--- src/rtl/xsvi_to_axis_bridge_pkg.sv ---
// Shared types and constants for the XSVI to AXI4-Stream video bridge.
package xsvi_to_axis_bridge_pkg;

    localparam int unsigned DEF_DATA_WIDTH = 32;
    localparam int unsigned DEF_FIFO_DEPTH = 16;
    localparam int unsigned DEF_FIFO_AW    = 4;

    // FIFO entry layout for the default data width: {tuser, tlast, tdata}
    localparam int unsigned TLAST_BIT = DEF_DATA_WIDTH;
    localparam int unsigned TUSER_BIT = DEF_DATA_WIDTH + 1;

    typedef enum logic [1:0] {
        ST_WAIT_VSYNC = 2'd0,
        ST_WAIT_SOF   = 2'd1,
        ST_ACTIVE     = 2'd2
    } state_t;

    function automatic int unsigned tlast_bit(input int unsigned dw);
        return dw;
    endfunction

    function automatic int unsigned tuser_bit(input int unsigned dw);
        return dw + 1;
    endfunction

endpackage

--- src/rtl/xsvi_to_axis_bridge_if.sv ---
// AXI4-Stream video bus: master is the bridge, slave is the downstream sink.
interface xsvi_to_axis_bridge_if
    import xsvi_to_axis_bridge_pkg::*;
#(
    parameter int unsigned DW = DEF_DATA_WIDTH
) ();

    logic [DW-1:0] tdata;
    logic          tvalid;
    logic          tready;
    logic          tuser;
    logic          tlast;

    modport master (output tdata, output tvalid, output tuser, output tlast, input tready);
    modport slave  (input tdata, input tvalid, input tuser, input tlast, output tready);

endinterface

--- src/rtl/xsvi_to_axis_bridge_video_sync_fifo.sv ---
// Single-clock show-ahead FIFO; a write into a full FIFO is accepted only alongside a read.
module video_sync_fifo #(
    parameter int unsigned W     = 34,
    parameter int unsigned DEPTH = 16,
    parameter int unsigned AW    = 4
) (
    input  logic         clk,
    input  logic         rst_n,
    input  logic         i_flush,
    input  logic         i_wr_en,
    input  logic [W-1:0] i_wr_data,
    input  logic         i_rd_en,
    output logic [W-1:0] o_rd_data,
    output logic         o_valid,
    output logic         o_full_c
);

    localparam logic [AW:0] L_FULL = (AW+1)'(DEPTH);

    logic [W-1:0]  r_mem [DEPTH];
    logic [AW-1:0] r_wr_ptr;
    logic [AW-1:0] r_rd_ptr;
    logic [AW:0]   r_count;
    logic [AW:0]   w_count_nxt;
    logic          r_valid;
    logic          w_wr;
    logic          w_rd;

    assign o_full_c  = (r_count == L_FULL);
    assign w_rd      = i_rd_en && r_valid;
    assign w_wr      = i_wr_en && (!o_full_c || w_rd);
    assign o_valid   = r_valid;
    assign o_rd_data = r_valid ? r_mem[r_rd_ptr] : '0;

    always_comb begin
        w_count_nxt = r_count;
        if (w_wr && !w_rd) begin
            w_count_nxt = r_count + (AW+1)'(1);
        end else if (!w_wr && w_rd) begin
            w_count_nxt = r_count - (AW+1)'(1);
        end
    end

    always_ff @(posedge clk or negedge rst_n) begin
        if (!rst_n) begin
            r_wr_ptr <= '0;
            r_rd_ptr <= '0;
            r_count  <= '0;
            r_valid  <= 1'b0;
        end else if (i_flush) begin
            r_wr_ptr <= '0;
            r_rd_ptr <= '0;
            r_count  <= '0;
            r_valid  <= 1'b0;
        end else begin
            if (w_wr) r_wr_ptr <= r_wr_ptr + AW'(1);
            if (w_rd) r_rd_ptr <= r_rd_ptr + AW'(1);
            r_count <= w_count_nxt;
            r_valid <= (w_count_nxt != '0);
        end
    end

    // Storage carries no reset; validity is tracked by the count.
    always_ff @(posedge clk) begin
        if (w_wr && !i_flush) begin
            r_mem[r_wr_ptr] <= i_wr_data;
        end
    end

endmodule

--- src/rtl/xsvi_to_axis_bridge.sv ---
// Re-packs an XSVI pixel stream as AXI4-Stream video (tuser = SOF, tlast = EOL),
// dropping the remainder of a frame on FIFO overflow and relocking on the next vsync.
module xsvi_to_axis_bridge
    import xsvi_to_axis_bridge_pkg::*;
#(
    parameter int unsigned C_DATA_WIDTH = DEF_DATA_WIDTH,
    parameter int unsigned C_FIFO_DEPTH = DEF_FIFO_DEPTH,
    parameter int unsigned C_FIFO_AW    = DEF_FIFO_AW
) (
    input  logic                    pix_clk,
    input  logic                    areset_n,
    input  logic                    enable,
    input  logic                    ovf_clear,
    input  logic [C_DATA_WIDTH-1:0] pix_data,
    input  logic                    hsync,
    input  logic                    vsync,
    input  logic                    vde,
    xsvi_to_axis_bridge_if.master   m_axis,
    output logic                    overflow,
    output logic                    locked
);

    localparam int unsigned L_EW      = C_DATA_WIDTH + 2;
    localparam int unsigned L_TLAST_B = tlast_bit(C_DATA_WIDTH);
    localparam int unsigned L_TUSER_B = tuser_bit(C_DATA_WIDTH);

    state_t                  r_state;
    logic                    r_vsync_d;
    logic                    r_sof_pending;
    logic                    r_hold_vld;
    logic                    r_hold_sof;
    logic [C_DATA_WIDTH-1:0] r_hold_data;
    logic                    r_overflow;
    logic                    r_locked;

    logic                    w_vsync_rise;
    logic                    w_vsync_fall;
    logic                    w_wr_req;
    logic                    w_rd_hs;
    logic                    w_ovf_evt;
    logic                    w_wr_en;
    logic                    w_full;
    logic                    w_valid;
    logic [L_EW-1:0]         w_wr_data;
    logic [L_EW-1:0]         w_rd_data;
    logic                    w_unused;

    // hsync carries no information the bridge needs beyond vde.
    assign w_unused = hsync;

    assign w_vsync_rise = vsync && !r_vsync_d;
    assign w_vsync_fall = !vsync && r_vsync_d;
    assign w_rd_hs      = w_valid && m_axis.tready;
    assign w_wr_req     = enable && (r_state == ST_ACTIVE) && r_hold_vld;
    assign w_ovf_evt    = w_wr_req && w_full && !w_rd_hs;
    assign w_wr_en      = w_wr_req && !w_ovf_evt;

    // Held pixel closes the line when the current cycle has no video.
    always_comb begin
        w_wr_data                     = '0;
        w_wr_data[C_DATA_WIDTH-1:0]   = r_hold_data;
        w_wr_data[L_TLAST_B]          = !vde;
        w_wr_data[L_TUSER_B]          = r_hold_sof;
    end

    always_ff @(posedge pix_clk or negedge areset_n) begin
        if (!areset_n) begin
            r_state       <= ST_WAIT_VSYNC;
            r_vsync_d     <= 1'b0;
            r_sof_pending <= 1'b0;
            r_hold_vld    <= 1'b0;
            r_hold_sof    <= 1'b0;
            r_hold_data   <= '0;
            r_overflow    <= 1'b0;
            r_locked      <= 1'b0;
        end else begin
            r_vsync_d <= vsync;

            if (w_ovf_evt) begin
                r_overflow <= 1'b1;
            end else if (ovf_clear) begin
                r_overflow <= 1'b0;
            end

            if (!enable) begin
                r_state       <= ST_WAIT_VSYNC;
                r_hold_vld    <= 1'b0;
                r_sof_pending <= 1'b0;
                r_locked      <= 1'b0;
            end else begin
                case (r_state)
                    ST_WAIT_VSYNC: begin
                        r_hold_vld <= 1'b0;
                        if (vsync) r_state <= ST_WAIT_SOF;
                    end
                    ST_WAIT_SOF: begin
                        if (w_vsync_fall) begin
                            r_state       <= ST_ACTIVE;
                            r_sof_pending <= 1'b1;
                            r_locked      <= 1'b1;
                        end
                    end
                    ST_ACTIVE: begin
                        if (w_ovf_evt) begin
                            r_state       <= ST_WAIT_VSYNC;
                            r_hold_vld    <= 1'b0;
                            r_sof_pending <= 1'b0;
                            r_locked      <= 1'b0;
                        end else begin
                            if (vde) begin
                                r_hold_data <= pix_data;
                                r_hold_sof  <= r_sof_pending;
                                r_hold_vld  <= 1'b1;
                            end else begin
                                r_hold_vld  <= 1'b0;
                            end
                            // A new frame start outranks consuming the pending flag.
                            if (w_vsync_rise) begin
                                r_sof_pending <= 1'b1;
                            end else if (vde) begin
                                r_sof_pending <= 1'b0;
                            end
                        end
                    end
                    default: begin
                        r_state  <= ST_WAIT_VSYNC;
                        r_locked <= 1'b0;
                    end
                endcase
            end
        end
    end

    video_sync_fifo #(
        .W     (L_EW),
        .DEPTH (C_FIFO_DEPTH),
        .AW    (C_FIFO_AW)
    ) u_fifo (
        .clk       (pix_clk),
        .rst_n     (areset_n),
        .i_flush   (!enable),
        .i_wr_en   (w_wr_en),
        .i_wr_data (w_wr_data),
        .i_rd_en   (m_axis.tready),
        .o_rd_data (w_rd_data),
        .o_valid   (w_valid),
        .o_full_c  (w_full)
    );

    assign m_axis.tdata  = w_rd_data[C_DATA_WIDTH-1:0];
    assign m_axis.tlast  = w_rd_data[L_TLAST_B];
    assign m_axis.tuser  = w_rd_data[L_TUSER_B];
    assign m_axis.tvalid = w_valid;
    assign overflow      = r_overflow;
    assign locked        = r_locked;

endmodule

--- src/flat_wrapper.sv ---
// flat-port wrapper written by rule: the top's interface ports become plain ports
module xsvi_to_axis_bridge_flat import xsvi_to_axis_bridge_pkg::*;
#(
    parameter int unsigned C_DATA_WIDTH = DEF_DATA_WIDTH,
    parameter int unsigned C_FIFO_DEPTH = DEF_FIFO_DEPTH,
    parameter int unsigned C_FIFO_AW    = DEF_FIFO_AW
)
  (pix_clk, areset_n, enable, ovf_clear, pix_data, hsync, vsync, vde, overflow, locked, m_axis_tdata, m_axis_tvalid, m_axis_tuser, m_axis_tlast, m_axis_tready);
  xsvi_to_axis_bridge_if #(.DW((DEF_DATA_WIDTH))) m_axis_i ();
  input  logic pix_clk;
  input  logic areset_n;
  input  logic enable;
  input  logic ovf_clear;
  input  logic [C_DATA_WIDTH-1:0] pix_data;
  input  logic hsync;
  input  logic vsync;
  input  logic vde;
  output logic overflow;
  output logic locked;
  output wire logic [$bits(m_axis_i.tdata)-1:0] m_axis_tdata;
  output wire logic [$bits(m_axis_i.tvalid)-1:0] m_axis_tvalid;
  output wire logic [$bits(m_axis_i.tuser)-1:0] m_axis_tuser;
  output wire logic [$bits(m_axis_i.tlast)-1:0] m_axis_tlast;
  input wire logic [$bits(m_axis_i.tready)-1:0] m_axis_tready;
  assign m_axis_tdata = m_axis_i.tdata;
  assign m_axis_tvalid = m_axis_i.tvalid;
  assign m_axis_tuser = m_axis_i.tuser;
  assign m_axis_tlast = m_axis_i.tlast;
  assign m_axis_i.tready = m_axis_tready;
  xsvi_to_axis_bridge #(.C_DATA_WIDTH(C_DATA_WIDTH), .C_FIFO_DEPTH(C_FIFO_DEPTH), .C_FIFO_AW(C_FIFO_AW)) u_core (.pix_clk(pix_clk), .areset_n(areset_n), .enable(enable), .ovf_clear(ovf_clear), .pix_data(pix_data), .hsync(hsync), .vsync(vsync), .vde(vde), .m_axis(m_axis_i), .overflow(overflow), .locked(locked));
endmodule
--- config.mk ---
export PLATFORM = sky130hd
export DESIGN_NAME = xsvi_to_axis_bridge_flat
export DESIGN_NICKNAME = d
export VERILOG_FILES = /design/src/rtl/xsvi_to_axis_bridge_pkg.sv /design/src/rtl/xsvi_to_axis_bridge_if.sv /design/src/rtl/xsvi_to_axis_bridge_video_sync_fifo.sv /design/src/rtl/xsvi_to_axis_bridge.sv /design/src/flat_wrapper.sv
export SDC_FILE = /design/constraint.sdc
export NUM_CORES = 1
export LEC_CHECK = 0
export BUFFER_PORTS_ARGS = -buffer_cell sky130_fd_sc_hd__buf_2
export CORE_MARGIN = 5
export CORE_UTILIZATION = 35
export CTS_CLUSTER_SIZE = 10
export DETAILED_ROUTE_END_ITERATION = 8
export PLACE_DENSITY = 0.56
export SLEW_MARGIN = 10
export SYNTH_ARGS = -nofsm -noshare
export SYNTH_HDL_FRONTEND = slang
export SYNTH_HIERARCHICAL = 1
export SYNTH_SLANG_ARGS = --single-unit
--- constraint.sdc ---
create_clock -name pix_clk -period 6 [get_ports pix_clk]
set_input_delay 1.8 -clock pix_clk [delete_from_list [all_inputs] [get_ports pix_clk]]
set_output_delay 1.8 -clock pix_clk [all_outputs]
set_load 0.1 [all_outputs]
# [Word-level counts from Yosys, hierarchy flattened]
# Memory sizes are Yosys's and may differ from the RTL's.
# Cells that the tools add are included.
[totals] reg_bits=54 ramBits=544 input_bits=40 elab_cells=88 memories=1
[mem_list] name="u_core.u_fifo.r_mem" depth=16 word_bits=34 read_ports=1 rd_ports_with_merged_regs=0 write_ports=1 line="xsvi_to_axis_bridge_video_sync_fifo.sv:20" text="logic [W-1:0] r_mem [DEPTH];"
[op_classes] n_addsub=4 eq_ne=12 mux=31 n_bitwise=1 n_reduce_logical=27
[ops] op="34-bit two-way mux" count=1
[ops] op="4-bit two-way mux" count=4
[ops] op="1-bit two-way mux" count=15
[ops] op="5-bit two-way mux" count=3
[ops] op="1-bit logical AND" count=12
[ops] op="3-bit AND reduction" count=3
[ops] op="4-bit by 1-bit adder with 4-bit output, second input constant" count=2
[ops] op="2-bit two-way mux" count=4
[ops] op="1-bit logical NOT" count=7
[ops] op="3-bit by 1-bit inequality test with 1-bit output, second input constant" count=2
[ops] op="3-bit by 2-bit inequality test with 1-bit output, second input constant" count=2
[ops] op="2-bit one-hot mux with 3 select lines" count=1
[ops] op="5-bit by 1-bit adder with 5-bit output, second input constant" count=1
[ops] op="5-bit == test, second input constant" count=1
[ops] op="5-bit by 3-bit inequality test with 1-bit output, second input constant" count=1
[ops] op="5-bit nonzero test" count=1
[ops] op="5-bit by 1-bit subtractor with 5-bit output, second input constant" count=1
[ops] op="2-bit by 1-bit inequality test with 1-bit output, second input constant" count=2
[ops] op="1-bit one-hot mux with 2 select lines" count=2
[ops] op="4-bit AND reduction" count=1
[ops] op="3-bit inequality test, second input constant" count=1
[ops] op="1-bit one-hot mux with 3 select lines" count=1
[ops] op="2-bit by 1-bit == test with 1-bit output, second input constant" count=1
[ops] op="2-bit == test, second input constant" count=1
[ops] op="other kinds (5)" count=5

# [Depth between registers and ports, before layout]
[logic_depth] ltp_word=14 ltp_mapped=11

# [By module]
# The synthesis kept the hierarchy.
[by_module_without_submodules] mod="video_sync_fifo" instances=1 cells_each=904 area_each_um2=21620.7
[by_module_without_submodules] mod="xsvi_to_axis_bridge" instances=1 cells_each=106 area_each_um2=1601.5

# [Worst setup path after synthesis]
# OpenSTA, ideal clock, no wires.
[synth_timing] path_kind="input to register" from="input enable" to="memory u_core.u_fifo.r_mem[0][0], enable pin" arrival_time_ns=5.324 setup_slack_ns=0.208 cell_stages=7 path_cell_list="nand4b_1 > nor2_1 > clkbuf_1 > inv_1 > a211oi_1 > nand2_1 > nor3_1"
[synth_via] elab_chain_cells=10
[synth_lines] item="start: declaration" line="flat_wrapper.sv:12" text="input logic enable;"
[synth_lines] item="1-bit logical AND (*) (2 in series)" line="xsvi_to_axis_bridge.sv:54" text="assign w_wr_req = enable && (r_state == ST_ACTIVE) && r_hold_vld;"
[synth_lines] item="1-bit logical AND (2 in series)" line="xsvi_to_axis_bridge.sv:55" text="assign w_ovf_evt = w_wr_req && w_full && !w_rd_hs;"
[synth_lines] item="1-bit logical NOT" line="xsvi_to_axis_bridge.sv:56" text="assign w_wr_en = w_wr_req && !w_ovf_evt;"
[synth_lines] item="1-bit logical AND (*)" line="xsvi_to_axis_bridge.sv:56"
[synth_lines] item="named net u_core.w_wr_en" line="xsvi_to_axis_bridge.sv:41" text="logic w_wr_en;"
[synth_lines] item="1-bit logical AND (*)" line="xsvi_to_axis_bridge_video_sync_fifo.sv:31" text="assign w_wr = i_wr_en && (!o_full_c || w_rd);"
[synth_lines] item="1-bit logical AND (*)" line="xsvi_to_axis_bridge_video_sync_fifo.sv:65" text="if (w_wr && !i_flush) begin"
[synth_lines] item="1-bit two-way mux (*)" line="xsvi_to_axis_bridge_video_sync_fifo.sv:65"
[synth_lines] item="1-bit two-way mux (implied by the code) (*)" line="xsvi_to_axis_bridge_video_sync_fifo.sv:66" text="r_mem[r_wr_ptr] <= i_wr_data;"
[synth_lines] item="end: declaration" line="xsvi_to_axis_bridge_video_sync_fifo.sv:20"
# Mark *: on every way through the listed nets, which the timed path passes. The rest lies on a longest branch.

# [Worst setup path in the final report]
[layout_timing] from="register u_core.u_fifo.r_rd_ptr[0]" to="output m_axis_tdata[27]"
[layout_via] elab_chain_cells=2
[layout_lines] item="start: declaration" line="xsvi_to_axis_bridge_video_sync_fifo.sv:22" text="logic [AW-1:0] r_rd_ptr;"
[layout_lines] item="start signal: assignment" line="xsvi_to_axis_bridge_video_sync_fifo.sv:57" text="if (w_rd) r_rd_ptr <= r_rd_ptr + AW'(1);"
[layout_lines] item="memory read 16 x 34 bit"
[layout_lines] item="34-bit two-way mux" line="xsvi_to_axis_bridge_video_sync_fifo.sv:33" text="assign o_rd_data = r_valid ? r_mem[r_rd_ptr] : '0;"
[layout_lines] item="end: declaration" line="flat_wrapper.sv:20" text="output wire logic [$bits(m_axis_i.tdata)-1:0] m_axis_tdata;"
# Every way passes these cells.

==> results.json <==
{
  "rsz0062_at_grt": "no",
  "io_buffers": 75,
  "grt_usage": 0.144,
  "holdBufCountCts": 0,
  "antenna_found_initial": 0,
  "final_layout_size_suffix_gt1_frac": 0.345,
  "crit_type": "reg2out",
  "cpPeakStageDelay_ps": 760,
  "cp.required_ps": 4200,
  "synthDistinctLibCells": 47,
  "clockBufferDepth": 3,
  "grt_pass1_vias": 11383,
  "setup_violations": 0,
  "detailed_place_hpwl_um": 25500,
  "ir_drop_mv": 0.200,
  "cts_root_buf": "clkbuf_16",
  "hold_viol_final": 0,
  "syn_area_mm2": 0.0232,
  "initial_core_util": 0.353,
  "yosysSeqAreaShare": 0.762,
  "coreArea_mm2": 0.0657,
  "grt_first_pass_wirelength_um": 75900,
  "switching_share": 0.268,
  "finalClockSkew_ps": 22.1,
  "drc": 0,
  "critPathCaptureType": "output port",
  "path_max_fanout": 23,
  "die_w_um": 268,
  "cts_setup_buffers": 0,
  "status": "completed",
  "routed_wl_um": 50800,
  "syn_inst": 1010,
  "synth-async-reset-ratio": 0.0903,
  "cts_tree": "built",
  "insertion_delay_ps": 600,
  "synth-seq-cells": 598,
  "synth_top_flop_cell": "edfxtp_1",
  "grt_overflow": 0,
  "gp_congestion": 0.695,
  "p_int_mw": 7.60,
  "leakage_nw": 8.56,
  "slew_viol_final": 0,
  "ant_nets": 0,
  "die_area_mm2": 0.0716,
  "clkPwrFrac": 0.369,
  "final.min_clock_period_ps": 5170,
  "cts_buffers": 71,
  "period_share": 0.862,
  "path_cells": "buf_4 > mux4_2 > mux4_2 > and2_1 > buf_2",
  "drt-initial-drc-count": 856,
  "synth_edf_count": 544,
  "arrival_ps": 3370,
  "drt_pass1_iterations": 5,
  "seq_power_share": 0.495,
  "tns_ps": 0,
  "place_inst": 1925,
  "clk_pin_slew_ps": 60,
  "relSlewSlack": 0.373,
  "synth_fp_nets": 1057,
  "cts_sinks": 598,
  "fp-row-count": 94,
  "syn2layout_area_growth_pct": 15.8,
  "crit_top_cell": "mux4_2",
  "avgViaCountPerCell": 5.19,
  "post_layout_nonfiller_instances": 2050,
  "start_kind": "register",
  "io_pins": 77,
  "antenna_cells": 0,
  "switchingPower_mw": 2.79,
  "grt_max_degree": 88,
  "via_count": 10643,
  "p_per_area_mw_per_mm2": 386,
  "htreeDepth": 3,
  "comb_power_share": 0.135,
  "hold_path.class": "reg2reg",
  "cts_resized": 0,
  "wire_per_inst_um": 24.8,
  "cp_slowest_cell": "dfrtp_4",
  "syn_avg_cell_area_um2": 23.0,
  "fin_nets": 1181,
  "tightest_slew_ps": 941,
  "cap_violations": 0,
  "dieHeight_um": 268,
  "fmax_mhz": 193,
  "yosys_warnings": 6
}
## worst max-delay path, delay by kind of cell, from the launching register on
family / cells / cell delay, ps
flops: 1 / 760
simple gates: 1 / 180
buf+inv: 2 / 740
mux: 2 / 1090
## path summary, 6_finish.rpt
check	startpoint	end	slack [ps]	depth (start not counted)
worst max-delay path	u_core/u_fifo/r_rd_ptr[0]$_DFFE_PN0P_	m_axis_tdata[27]	830	5
worst min-delay path	u_core/overflow$_DFFE_PN0P_	u_core/overflow$_DFFE_PN0P_	550	2
worst max register to register	u_core/u_fifo/r_count[0]$_DFF_PN0_	u_core/u_fifo/r_mem[7][12]$_DFFE_PP_	2070	12
worst min register to register	u_core/overflow$_DFFE_PN0P_	u_core/overflow$_DFFE_PN0P_	550	2
max in group asynchronous	areset_n	u_core/u_fifo/r_rd_ptr[0]$_DFFE_PN0P_	3990	1
min in group asynchronous	areset_n	u_core/r_hold_data[28]$_DFFE_PN0P_	1320	1
## metal layers
layer / up-vias / GRT usage / wire length (um)
met2: 262 / 0.231 / 24900
met5: - / 0 / 0
met3: 57 / 0.0240 / 2380
met1: 5820 / 0.207 / 22700
li1: 4504 / - / -
met4: 0 / 0.0377 / 820
## stage by stage
stage / cell area, um2 / hold WS (ps) / utilization / setup slack (ps) / total power [mW]
floorplan: 23200 / 479 / - / 208 / 6.33
global placement: 24800 / 529 / 0.378 / 1370 / 6.65
detailed placement: 24800 / 521 / 0.378 / 1370 / 6.68
CTS: 26900 / 544 / 0.409 / 706 / 10.5
global route: 26900 / 573 / 0.409 / 644 / 10.8
finish: 26900 / 547 / 0.409 / 825 / 10.4
## layout by cell type (no fill, tap or decap), types with 3 or more instances in the layout
cell type,netlist,layout
xnor2_1,5,5
o21ai_0,4,4
inv_6,0,3
a211oi_1,4,4
a21oi_1,5,5
nor2_4,0,12
nor3_2,0,4
buf_4,0,15
clkbuf_1,25,41
nand2b_1,5,5
nand2_1,10,10
xor2_1,4,4
and2_1,36,36
clkinv_2,0,4
mux4_1,3,3
dfrtp_2,0,3
nor2_1,26,14
mux2_2,31,31
clkinv_8,0,4
buf_2,3,74
buf_12,0,13
inv_1,12,12
clkbuf_16,0,71
dfrtp_1,54,49
edfxtp_1,544,544
ha_1,7,7
nand3_1,5,5
mux4_2,167,167
## cells in the mapped netlist (4+ instances only)
| cell | instances | area (um2) |
|---|---|---|
| clkbuf_1 | 25 | 93.8 |
| a21oi_1 | 5 | 25.0 |
| dfrtp_1 | 54 | 1350 |
| mux4_2 | 167 | 3760 |
| and2_1 | 36 | 225 |
| xor2_1 | 4 | 35.0 |
| ha_1 | 7 | 87.6 |
| nand2b_1 | 5 | 31.3 |
| o21ai_0 | 4 | 20.0 |
| edfxtp_1 | 544 | 16300 |
| a211oi_1 | 4 | 30.0 |
| inv_1 | 12 | 45.0 |
| buf_1 | 5 | 18.8 |
| xnor2_1 | 5 | 43.8 |
| nor2_1 | 26 | 97.6 |
| nand3_1 | 5 | 25.0 |
| nor3_1 | 5 | 25.0 |
| nand2_1 | 10 | 37.5 |
| mux2_2 | 31 | 349 |
| buf_6 | 17 | 191 |
## power by group through the flow
stage                     Combinational [mW]  Sequential (mW)  Clock, mW
after CTS                               1.43             5.16       3.95
final                                   1.41             5.15       3.83
after floorplan                         1.24             5.09          0
after global placement                  1.43             5.22          0
after global routing                    1.49             5.20       4.13
after detailed placement                1.43             5.25          0
## logic make-up after synthesis
| family | count (synthesis) | synth area share |
|---|---|---|
| AO/OA/AOI/OAI | 30 | 0.00938 |
| AND/OR/NAND/NOR | 98 | 0.0233 |
| adder cells (fa/ha/maj) | 7 | 0.00377 |
| buffers and inverters | 63 | 0.0163 |
| multiplexers | 205 | 0.182 |
| flip-flops | 598 | 0.762 |
| XOR/XNOR | 9 | 0.00339 |
## flip-flops by register name, indices dropped and copies added (netlist names), 2 cells and up
| name | cells |
|---|---|
| u_core/u_fifo/r_mem | 544 |
| u_core/r_hold_data | 32 |
| u_core/u_fifo/r_count | 5 |
| u_core/u_fifo/r_rd_ptr | 4 |
| u_core/u_fifo/r_wr_ptr | 4 |
| u_core/r_state | 2 |
## cell type report
cell class	count	area (um2)
clock buffer	113	1940
tap	864	1080
fill	5690	38900
inverter	12	45.0
multi-input combinational	349	5270
timing repair buffer	102	743
sequential	598	17700
clock inverter	12	115
(Power assumes the default switching activity.)
